==> src/rtl/uart_alu_sequencer_pkg.sv <==
// Shared ALU definitions: default widths, opcode values and the opcode
// membership test used when the opcode byte of a frame arrives.
package uart_alu_sequencer_pkg;

  localparam int unsigned DEF_NB_DATA        = 8;
  localparam int unsigned DEF_NB_OP          = 6;
  localparam int unsigned DEF_TIMEOUT_CYCLES = 1000000;

  localparam int unsigned OP_ADD = 32;
  localparam int unsigned OP_SUB = 34;
  localparam int unsigned OP_AND = 36;
  localparam int unsigned OP_OR  = 37;
  localparam int unsigned OP_XOR = 38;
  localparam int unsigned OP_SRA = 3;
  localparam int unsigned OP_SRL = 2;
  localparam int unsigned OP_NOR = 39;

  // True when the opcode field names one of the operations the ALU implements.
  function automatic logic is_known_op(input int unsigned op);
    case (op)
      OP_ADD, OP_SUB, OP_AND, OP_OR, OP_XOR, OP_SRA, OP_SRL, OP_NOR: return 1'b1;
      default: return 1'b0;
    endcase
  endfunction

endpackage

==> src/rtl/uart_alu_sequencer_if.sv <==
// Bundle between the sequencer, the UART RX/TX and the combinational ALU.
//
// Handshake: there is no back-pressure anywhere. rx_done, tx_done and
// tx_start are single-cycle strobes that qualify their data in the same
// cycle; a strobe the receiver is not waiting for is simply dropped.
// tx_data stays stable from the tx_start cycle until tx_done.
interface uart_alu_sequencer_if
  import uart_alu_sequencer_pkg::*;
#(
  parameter int unsigned NB_DATA = DEF_NB_DATA,
  parameter int unsigned NB_OP   = DEF_NB_OP
);
  logic [NB_DATA-1:0] rx_data;
  logic               rx_done;
  logic [NB_DATA-1:0] alu_result;
  logic [NB_DATA-1:0] alu_data_a;
  logic [NB_DATA-1:0] alu_data_b;
  logic [NB_OP-1:0]   alu_op;
  logic               tx_done;
  logic [NB_DATA-1:0] tx_data;
  logic               tx_start;
  logic               busy;
  logic               op_error;
  logic               timeout;
  logic [2:0]         dbg_state;

  // Environment side: UART RX/TX and ALU.
  modport master (
    output rx_data, rx_done, alu_result, tx_done,
    input  alu_data_a, alu_data_b, alu_op, tx_data, tx_start, busy,
           op_error, timeout, dbg_state
  );

  // Sequencer side.
  modport slave (
    input  rx_data, rx_done, alu_result, tx_done,
    output alu_data_a, alu_data_b, alu_op, tx_data, tx_start, busy,
           op_error, timeout, dbg_state
  );

endinterface

==> src/rtl/uart_alu_sequencer_frame_timeout_counter.sv <==
// Idle-cycle counter between bytes of a frame. Expires when the count
// reaches TIMEOUT_CYCLES-1; the owner decides what expiry means.
module frame_timeout_counter #(
  parameter int unsigned TIMEOUT_CYCLES = 1000000
) (
  input  logic i_clock,
  input  logic i_reset,
  input  logic i_clear,
  input  logic i_enable,
  output logic o_expired
);
  localparam int unsigned W = ($clog2(TIMEOUT_CYCLES) < 1) ? 1 : $clog2(TIMEOUT_CYCLES);
  localparam logic [W-1:0] TERM = W'(TIMEOUT_CYCLES - 1);

  logic [W-1:0] count_q, count_d;

  // Clear wins over counting; the count parks at terminal until cleared.
  always_comb begin
    count_d = count_q;
    if (i_clear) begin
      count_d = '0;
    end else if (i_enable && (count_q != TERM)) begin
      count_d = count_q + W'(1);
    end
  end

  // Count register.
  always_ff @(posedge i_clock) begin
    if (i_reset) count_q <= '0;
    else         count_q <= count_d;
  end

  assign o_expired = (count_q == TERM);

endmodule

==> src/rtl/uart_alu_sequencer.sv <==
// Frame sequencer: collects operand A, operand B and opcode bytes from the
// UART receiver, drives them onto the ALU, captures the result and hands it
// to the UART transmitter.
module uart_alu_sequencer
  import uart_alu_sequencer_pkg::*;
#(
  parameter int unsigned NB_DATA        = DEF_NB_DATA,
  parameter int unsigned NB_OP          = DEF_NB_OP,
  parameter int unsigned TIMEOUT_CYCLES = DEF_TIMEOUT_CYCLES
) (
  input logic                 i_clock,
  input logic                 i_reset,
  uart_alu_sequencer_if.slave bus
);

  typedef enum logic [2:0] {
    ST_WAIT_A  = 3'd0,
    ST_WAIT_B  = 3'd1,
    ST_WAIT_OP = 3'd2,
    ST_EXEC    = 3'd3,
    ST_SEND    = 3'd4,
    ST_WAIT_TX = 3'd5
  } state_e;

  state_e             state_q, state_d;
  logic [NB_DATA-1:0] data_a_q, data_a_d;
  logic [NB_DATA-1:0] data_b_q, data_b_d;
  logic [NB_OP-1:0]   op_q, op_d;
  logic [NB_DATA-1:0] result_q, result_d;
  logic               op_error_q, op_error_d;
  logic               timeout_q, timeout_d;

  logic in_wait;
  logic op_valid;
  logic to_clear;
  logic to_enable;
  logic to_expired;

  // Timeout only runs while a frame is partially received.
  assign in_wait   = (state_q == ST_WAIT_B) || (state_q == ST_WAIT_OP);
  assign to_clear  = !in_wait || bus.rx_done;
  assign to_enable = in_wait && !bus.rx_done;

  // Opcode byte must have all bits above the opcode field clear.
  assign op_valid = ((bus.rx_data >> NB_OP) == '0) &&
                    is_known_op(32'(bus.rx_data[NB_OP-1:0]));

  frame_timeout_counter #(
    .TIMEOUT_CYCLES(TIMEOUT_CYCLES)
  ) u_timeout (
    .i_clock  (i_clock),
    .i_reset  (i_reset),
    .i_clear  (to_clear),
    .i_enable (to_enable),
    .o_expired(to_expired)
  );

  // Next-state and datapath update; an arriving byte beats a same-cycle expiry.
  always_comb begin
    state_d    = state_q;
    data_a_d   = data_a_q;
    data_b_d   = data_b_q;
    op_d       = op_q;
    result_d   = result_q;
    op_error_d = 1'b0;
    timeout_d  = 1'b0;
    case (state_q)
      ST_WAIT_A: begin
        if (bus.rx_done) begin
          data_a_d = bus.rx_data;
          state_d  = ST_WAIT_B;
        end
      end
      ST_WAIT_B: begin
        if (bus.rx_done) begin
          data_b_d = bus.rx_data;
          state_d  = ST_WAIT_OP;
        end else if (to_expired) begin
          timeout_d = 1'b1;
          state_d   = ST_WAIT_A;
        end
      end
      ST_WAIT_OP: begin
        if (bus.rx_done) begin
          if (op_valid) begin
            op_d    = bus.rx_data[NB_OP-1:0];
            state_d = ST_EXEC;
          end else begin
            op_error_d = 1'b1;
            state_d    = ST_WAIT_A;
          end
        end else if (to_expired) begin
          timeout_d = 1'b1;
          state_d   = ST_WAIT_A;
        end
      end
      ST_EXEC: begin
        result_d = bus.alu_result;
        state_d  = ST_SEND;
      end
      ST_SEND: begin
        state_d = ST_WAIT_TX;
      end
      ST_WAIT_TX: begin
        if (bus.tx_done) state_d = ST_WAIT_A;
      end
      default: begin
        state_d = ST_WAIT_A;
      end
    endcase
  end

  // State and datapath registers; reset overrides any frame in progress.
  always_ff @(posedge i_clock) begin
    if (i_reset) begin
      state_q    <= ST_WAIT_A;
      data_a_q   <= '0;
      data_b_q   <= '0;
      op_q       <= '0;
      result_q   <= '0;
      op_error_q <= 1'b0;
      timeout_q  <= 1'b0;
    end else begin
      state_q    <= state_d;
      data_a_q   <= data_a_d;
      data_b_q   <= data_b_d;
      op_q       <= op_d;
      result_q   <= result_d;
      op_error_q <= op_error_d;
      timeout_q  <= timeout_d;
    end
  end

  assign bus.alu_data_a = data_a_q;
  assign bus.alu_data_b = data_b_q;
  assign bus.alu_op     = op_q;
  assign bus.tx_data    = result_q;
  assign bus.tx_start   = (state_q == ST_SEND);
  assign bus.busy       = (state_q == ST_EXEC) || (state_q == ST_SEND) ||
                          (state_q == ST_WAIT_TX);
  assign bus.op_error   = op_error_q;
  assign bus.timeout    = timeout_q;
  assign bus.dbg_state  = state_q;

endmodule
==> src/flat_wrapper.sv <==
// flat-port wrapper written by rule: the top's interface ports become plain ports
module uart_alu_sequencer_flat import uart_alu_sequencer_pkg::*;
#(
  parameter int unsigned NB_DATA        = DEF_NB_DATA,
  parameter int unsigned NB_OP          = DEF_NB_OP,
  parameter int unsigned TIMEOUT_CYCLES = DEF_TIMEOUT_CYCLES
)
  (i_clock, i_reset, bus_rx_data, bus_rx_done, bus_alu_result, bus_tx_done, bus_alu_data_a, bus_alu_data_b, bus_alu_op, bus_tx_data, bus_tx_start, bus_busy, bus_op_error, bus_timeout, bus_dbg_state);
  uart_alu_sequencer_if #(.NB_DATA(NB_DATA), .NB_OP(NB_OP)) bus_i ();
  input logic i_clock;
  input logic i_reset;
  input wire logic [$bits(bus_i.rx_data)-1:0] bus_rx_data;
  input wire logic [$bits(bus_i.rx_done)-1:0] bus_rx_done;
  input wire logic [$bits(bus_i.alu_result)-1:0] bus_alu_result;
  input wire logic [$bits(bus_i.tx_done)-1:0] bus_tx_done;
  output wire logic [$bits(bus_i.alu_data_a)-1:0] bus_alu_data_a;
  output wire logic [$bits(bus_i.alu_data_b)-1:0] bus_alu_data_b;
  output wire logic [$bits(bus_i.alu_op)-1:0] bus_alu_op;
  output wire logic [$bits(bus_i.tx_data)-1:0] bus_tx_data;
  output wire logic [$bits(bus_i.tx_start)-1:0] bus_tx_start;
  output wire logic [$bits(bus_i.busy)-1:0] bus_busy;
  output wire logic [$bits(bus_i.op_error)-1:0] bus_op_error;
  output wire logic [$bits(bus_i.timeout)-1:0] bus_timeout;
  output wire logic [$bits(bus_i.dbg_state)-1:0] bus_dbg_state;
  assign bus_i.rx_data = bus_rx_data;
  assign bus_i.rx_done = bus_rx_done;
  assign bus_i.alu_result = bus_alu_result;
  assign bus_i.tx_done = bus_tx_done;
  assign bus_alu_data_a = bus_i.alu_data_a;
  assign bus_alu_data_b = bus_i.alu_data_b;
  assign bus_alu_op = bus_i.alu_op;
  assign bus_tx_data = bus_i.tx_data;
  assign bus_tx_start = bus_i.tx_start;
  assign bus_busy = bus_i.busy;
  assign bus_op_error = bus_i.op_error;
  assign bus_timeout = bus_i.timeout;
  assign bus_dbg_state = bus_i.dbg_state;
  uart_alu_sequencer #(.NB_DATA(NB_DATA), .NB_OP(NB_OP), .TIMEOUT_CYCLES(TIMEOUT_CYCLES)) u_core (.i_clock(i_clock), .i_reset(i_reset), .bus(bus_i));
endmodule
==> config.mk <==
export PLATFORM = sky130hd
export DESIGN_NAME = uart_alu_sequencer_flat
export DESIGN_NICKNAME = d
export VERILOG_FILES = /design/src/rtl/uart_alu_sequencer_pkg.sv /design/src/rtl/uart_alu_sequencer_if.sv /design/src/rtl/uart_alu_sequencer_frame_timeout_counter.sv /design/src/rtl/uart_alu_sequencer.sv /design/src/flat_wrapper.sv
export SDC_FILE = /design/constraint.sdc
export NUM_CORES = 1
export LEC_CHECK = 0
export BUFFER_PORTS_ARGS = -buffer_cell sky130_fd_sc_hd__buf_2
export CAP_MARGIN = 20
export CORE_UTILIZATION = 40
export CTS_BUF_LIST = sky130_fd_sc_hd__clkbuf_8
export DETAILED_ROUTE_END_ITERATION = 12
export SLEW_MARGIN = 20
export SYNTH_ARGS = -nofsm -noshare
export SYNTH_HDL_FRONTEND = slang
export SYNTH_HIERARCHICAL = 1
export SYNTH_SLANG_ARGS = --single-unit
==> constraint.sdc <==
create_clock -name i_clock -period 2.1 [get_ports i_clock]
set_input_delay 0.315 -clock i_clock [delete_from_list [all_inputs] [get_ports i_clock]]
set_output_delay 0.315 -clock i_clock [all_outputs]
set_load 0.005 [all_outputs]
# Word level (Yosys, flattened, before mapping)

Cells that the tools add are included.

Register bits: 55
Input port bits: 20
Output and inout port bits: 37
Word-level logic and storage cells: 59

Add/subtract/negate cells: 1
Equality and inequality tests: 17
Multiplexer cells: 10
Bitwise gates (word level): 3
Reduce and logical (&&, ||, !) cells: 20

Operators with widths:

| cell                                                | count |
|---|---|
| equality test 6 bit, second input constant          | 6 |
| adder 20 x 1 -> 20 bit, second input constant       | 1 |
| equality test 20 bit, second input constant         | 1 |
| inequality test 20 bit, second input constant       | 1 |
| case mux 3 bit (6 select lines)                     | 1 |
| 2-to-1 mux 3 bit                                    | 5 |
| equality test 6 x 2 -> 1 bit, second input constant | 2 |
| logical NOT 8 bit                                   | 1 |
| OR reduction 8 bit                                  | 1 |
| equality test 3 x 2 -> 1 bit, second input constant | 2 |
| equality test 3 bit, second input constant          | 2 |
| AND reduction 2 bit                                 | 3 |
| OR reduction 3 bit                                  | 2 |
| logical OR 1 bit                                    | 4 |
| inequality test 2 bit, second input constant        | 2 |
| OR reduction 2 bit                                  | 2 |
| equality test 3 x 1 -> 1 bit, second input constant | 1 |
| logical AND 1 bit                                   | 3 |
| logical NOT 3 bit                                   | 1 |
| 2-to-1 mux 1 bit                                    | 3 |
| inverter 1 bit                                      | 3 |
| AND reduction 3 bit                                 | 1 |
| logical NOT 1 bit                                   | 2 |
| 2-to-1 mux 2 bit                                    | 1 |

# Logic depth before layout (Yosys ltp)

Depth in word-level cells: 7
Gate-level depth with buffers: 9
Mapped depth without buffers: 7

# Modules after synthesis

Netlist, hierarchy kept.

By module, submodules not included:

| module                | instances | cells each | area an instance (µm²) | sequential area each (µm²) |
|---|---|---|---|---|
| uart_alu_sequencer    | 1         | 148        | 1467.7                 | 700.7 |
| frame_timeout_counter | 1         | 114        | 998.5                  | 400.4 |

# Worst setup path after synthesis

Ideal clock, no wire load.

Path kind: register to register
From: register u_core.state_q[1] (netlist: u_core/bus.dbg_state[1])
To: register u_core.u_timeout.count_q[17]
Library setup time: 0.071 ns
Arrival time: 2.126 ns
Required time: 2.029 ns
Slack: -0.097 ns
Stages on the path, launching flop included: 10
Path buffers: 2
Clock period less this slack: 2.197 ns
Cell sequence: dfxtp_1 -> buf_4 -> xnor2_1 -> or3_4 -> inv_1 -> and4_1 -> nand4_1 -> clkbuf_1 -> or4_1 -> a21oi_1

Longest elaborated chain between the ends: 5
Elaborated cells on any way between the ends: 8
Those cells by class: 2 x eq/ne; 6 x reduce/logical

RTL lines:

| what                                                                         | RTL line                                       | text |
|---|---|---|
| from (decl)                                                                  | uart_alu_sequencer.sv:25                       | `state_e state_q, state_d;` |
| from (signal assigned)                                                       | uart_alu_sequencer.sv:124                      | `state_q <= state_d;` |
| equality test 3 x 1 -> 1 bit or equality test 3 x 2 -> 1 bit (tied branches) | uart_alu_sequencer.sv:40                       | `assign in_wait = (state_q == ST_WAIT_B) \|\| (state_q == ST_WAIT_OP);` |
| logical OR 1 bit *                                                           | uart_alu_sequencer.sv:40                       |  |
| logical NOT 1 bit *                                                          | uart_alu_sequencer.sv:41                       | `assign to_clear = !in_wait \|\| bus.rx_done;` |
| logical OR 1 bit *                                                           | uart_alu_sequencer.sv:41                       |  |
| via u_core.to_clear                                                          | uart_alu_sequencer.sv:35                       | `logic to_clear;` |
| OR reduction 2 bit (no line) *                                               | --                                             |  |
| to (signal assigned)                                                         | uart_alu_sequencer_frame_timeout_counter.sv:30 | `else count_q <= count_d;` |
| to (decl)                                                                    | uart_alu_sequencer_frame_timeout_counter.sv:15 | `logic [W-1:0] count_q, count_d;` |

The timed path passes the listed nets; every way through them passes the cells marked *.
A chain may end at the register's enable or synchronous reset.

# Worst setup path in the final report

From: register u_core.state_q[0] (netlist: u_core/bus.dbg_state[0])
To: register u_core.u_timeout.count_q[18]

The elaborated chain is that of the path after synthesis.

==> qor.yml <==
die:
  die_y_um: 80.52
  core_area_mm2: 0.005921
  start_util: 0.4165
  die_x_um: 80.52
  die_area_mm2: 0.006483
  core.rowCount: 28
  ioPinCount: 57
yosys:
  synth_area_leaders: "dfxtp_1 45%, mux2i_1 8.1%, nand2_1 4.7%"
  ys_warn_count: 6
  synth_area_mm2: 0.002466
  yosys.area.top_type_share: 0.4465
  syn_avg_cell_area_um2: 9.413
  synth_area_leader_cell: "dfxtp_1"
  yosys_register_bits: 55
  syn-num-nets: 283
  syn_inst: 262
  ys_seq_area_frac: 0.4465
  yosysUniqueCellTypes: 51
critical_path:
  crit_type: "reg -> reg"
  worst_setup_path_start_kind: "register"
  r2r_setup_slack_ns: 0.11
  reg2reg_depth: 7
  crit_fanout: 8
  r2r-start: "u_core/bus.dbg_state[0]$_SDFFE_PP0P_"
  endpoint_kind: "register"
  cp.arrival_ns: 2.25
  r2r_end: "u_core/u_timeout/count_q[18]$_SDFFE_PP0P_"
  critPathRequiredTime_ns: 2.35
clock_tree:
  ctsHoldBuffers: 0
  cts_tree: "yes"
  cts-root-buf: "clkbuf_8"
  cts_buffers: 5
  h-tree-depth: 2
  clockBufferDepth: 2
  cts_num_sinks: 55
  insertion_delay_ns: 0.32
  path_clk_slew_ns: 0.11
finish:
  fin_cells: 406
  diodes: 0
  layout_common_cells: "56 x buf_2, 55 x dfxtp_1, 31 x nand2_1, 24 x nor2_1, 20 x mux2i_1"
  area_delta_synth_final_pct: 21.61
  num-nets-final: 351
  layout_commonest_cell: "buf_2"
  drive_above_1_share: 0.2961
place:
  place_hpwl_um: 3906
  place_inst: 397
  routabilityCongestion: 0.8018
  port_buffers: 56
global_routing:
  gr-total-overflow: 0
  grt_pass1_vias: 1972
  track_usage: 0.1789
  antenna_found_initial: 0
  grt_pass1_wl_um: 8956
  grt_max_degree: 28
pwr:
  power.share.combinational: 0.094
  power_leakage_nw: 1.275
  ir_drop_mv: 0.3499
  switching_share: 0.2586
  p_switching_mw: 0.4843
  share_clk_of_total_power: 0.332
  powerDensity_mw_per_mm2: 624.6
  power.internal_mw: 1.389
  seq_power_share: 0.574
routing:
  postRouteAntennaNets: 0
  wl_per_cell_um: 13.25
  via_per_inst: 5.167
  drt_drc_violations_left: 0
  wl_um: 5378
  initialDrtViolationCount: 126
  first_pass_iters: 4
  num_vias: 2098
outcome:
  status: "complete, no violations"
sta:
  tightestPinTransition_ns: 0.4940
  slew_violations: 0
  hold_ws_ns: 0.2175
  relSlewSlack: 0.6693
  fin_crit_ns: 1.994
  hold_violations: 0
  setup_viol: 0
  skew_ns: 0.008995
  rsz0062_at_grt: "no"
  period_share: 0.9494
  fmax_mhz: 501.6
hold_path:
  hold_depth: 3
  hold_path.class: "in -> reg"
  hold_start: "bus_alu_result[7]"
  min_to: "u_core/bus.tx_data[7]$_SDFFE_PP0N_"
flow_run:
  maxCapViolCount: 0
flip-flops by register name, summed over array words and instances, names as in the netlist:
register	flops
u_core/bus.alu_data_a	8
u_core/bus.alu_data_b	8
u_core/bus.alu_op	6
u_core/bus.dbg_state	3
u_core/bus.op_error	1
u_core/bus.timeout	1
u_core/bus.tx_data	8
u_core/u_timeout/count_q	20
worst max-delay path, stage by stage, from the launching register on:
cell and delay (ns):
dfxtp_1 0.34, xnor2_1 0.13, or3_4 0.37, inv_4 0.08, and4_1 0.26, nand3_4 0.12, or4_1 0.49, a21oi_1 0.15
stage by stage:
stage	setup TNS (ns)	instance area, um2	setup WS (ns)	total power [mW]	utilization
6_report	0	2999	0.1062	1.873	0.5066
5_1_grt	0	2999	0.01142	1.951	0.5066
4_1_cts	0	2984	0.009343	1.903	0.5040
3_5_place_dp	0	2889	0.01152	1.276	0.4880
3_3_place_gp	0	2889	0.05099	1.273	0.4880
2_1_floorplan	-0.01055	2480	-0.01055	1.202	-
per-layer routing:
layer,up-vias,global-route usage,share of wire
met4,0,0.06429,0.010
met5,-,0,0
met2,51,0.2949,0.46
met1,971,0.2181,0.47
met3,5,0.05455,0.057
li1,1071,-,-
synth_stat cells, drive strengths merged:
cell type	instances
nor2	24
o211ai	1
or3	7
a22o	1
buf	9
nor2b	2
clkbuf	4
xor2	4
xnor2	1
dfxtp	55
clkinv	1
nand4	6
ha	1
nand3b	2
or4	4
a31o	1
o31ai	3
nor3b	6
a21oi	18
inv	4
nor4b	2
or4b	2
nand2b	5
nand4bb	1
and3b	1
a211o	1
o21ai	10
o221ai	1
nand3	9
mux2i	20
or2	1
nand2	32
o2111a	1
a2111oi	1
and4	4
and4bb	2
a31oi	5
mux2	1
nor4	3
and2	3
and3	3
power by group through the flow:
stage                     combinational (mW)  sequential (mW)  clock (mW)
final                                  0.176             1.08       0.622
after global routing                   0.196             1.08       0.677
after CTS                              0.177             1.08       0.649
after detailed placement               0.177             1.10           0
after global placement                 0.174             1.10           0
after floorplan                        0.101             1.10           0
kinds of logic after synthesis:
| kind of cell | share of synthesized area |
|---|---|
| xor gates and xnor gates | 0.01776 |
| DFF | 0.4465 |
| AOI/OAI and AO/OA | 0.1111 |
| muxes | 0.08726 |
| buffers and inverters | 0.04362 |
| and+or+nand+nor | 0.2887 |
| adders and majority gates | 0.005073 |
cell type report:
class | count | area, um2
clock inverter | 3 | 26.28
inverter | 5 | 21.27
multi-input combinational | 189 | 1272
clock buffer | 5 | 68.82
fill | 578 | 2922
tap | 75 | 93.84
timing repair buffer | 74 | 415.4
sequential | 55 | 1101
worst max-delay path by stage:
stage,from,end,slack (ns),cells after the start
after global routing,u_core/bus.dbg_state[0]$_SDFFE_PP0P_,u_core/u_timeout/count_q[18]$_SDFFE_PP0P_,0.01,7
after CTS,u_core/bus.dbg_state[0]$_SDFFE_PP0P_,u_core/u_timeout/count_q[19]$_SDFFE_PP0P_,0.009,7
after global placement,bus_rx_done,u_core/u_timeout/count_q[17]$_SDFFE_PP0P_,0.05,7
after floorplan,u_core/bus.dbg_state[1]$_SDFFE_PP0P_,u_core/u_timeout/count_q[17]$_SDFFE_PP0P_,-0.01,9
final,u_core/bus.dbg_state[0]$_SDFFE_PP0P_,u_core/u_timeout/count_q[18]$_SDFFE_PP0P_,0.11,7
after detailed placement,bus_rx_done,u_core/u_timeout/count_q[19]$_SDFFE_PP0P_,0.01,7
timing repair:
item,CTS,global route
resized for setup,0,1
setup buffers,0,1
setup endpoints to repair,0,7
No activity file was read; power rests on OpenSTA's default activity.
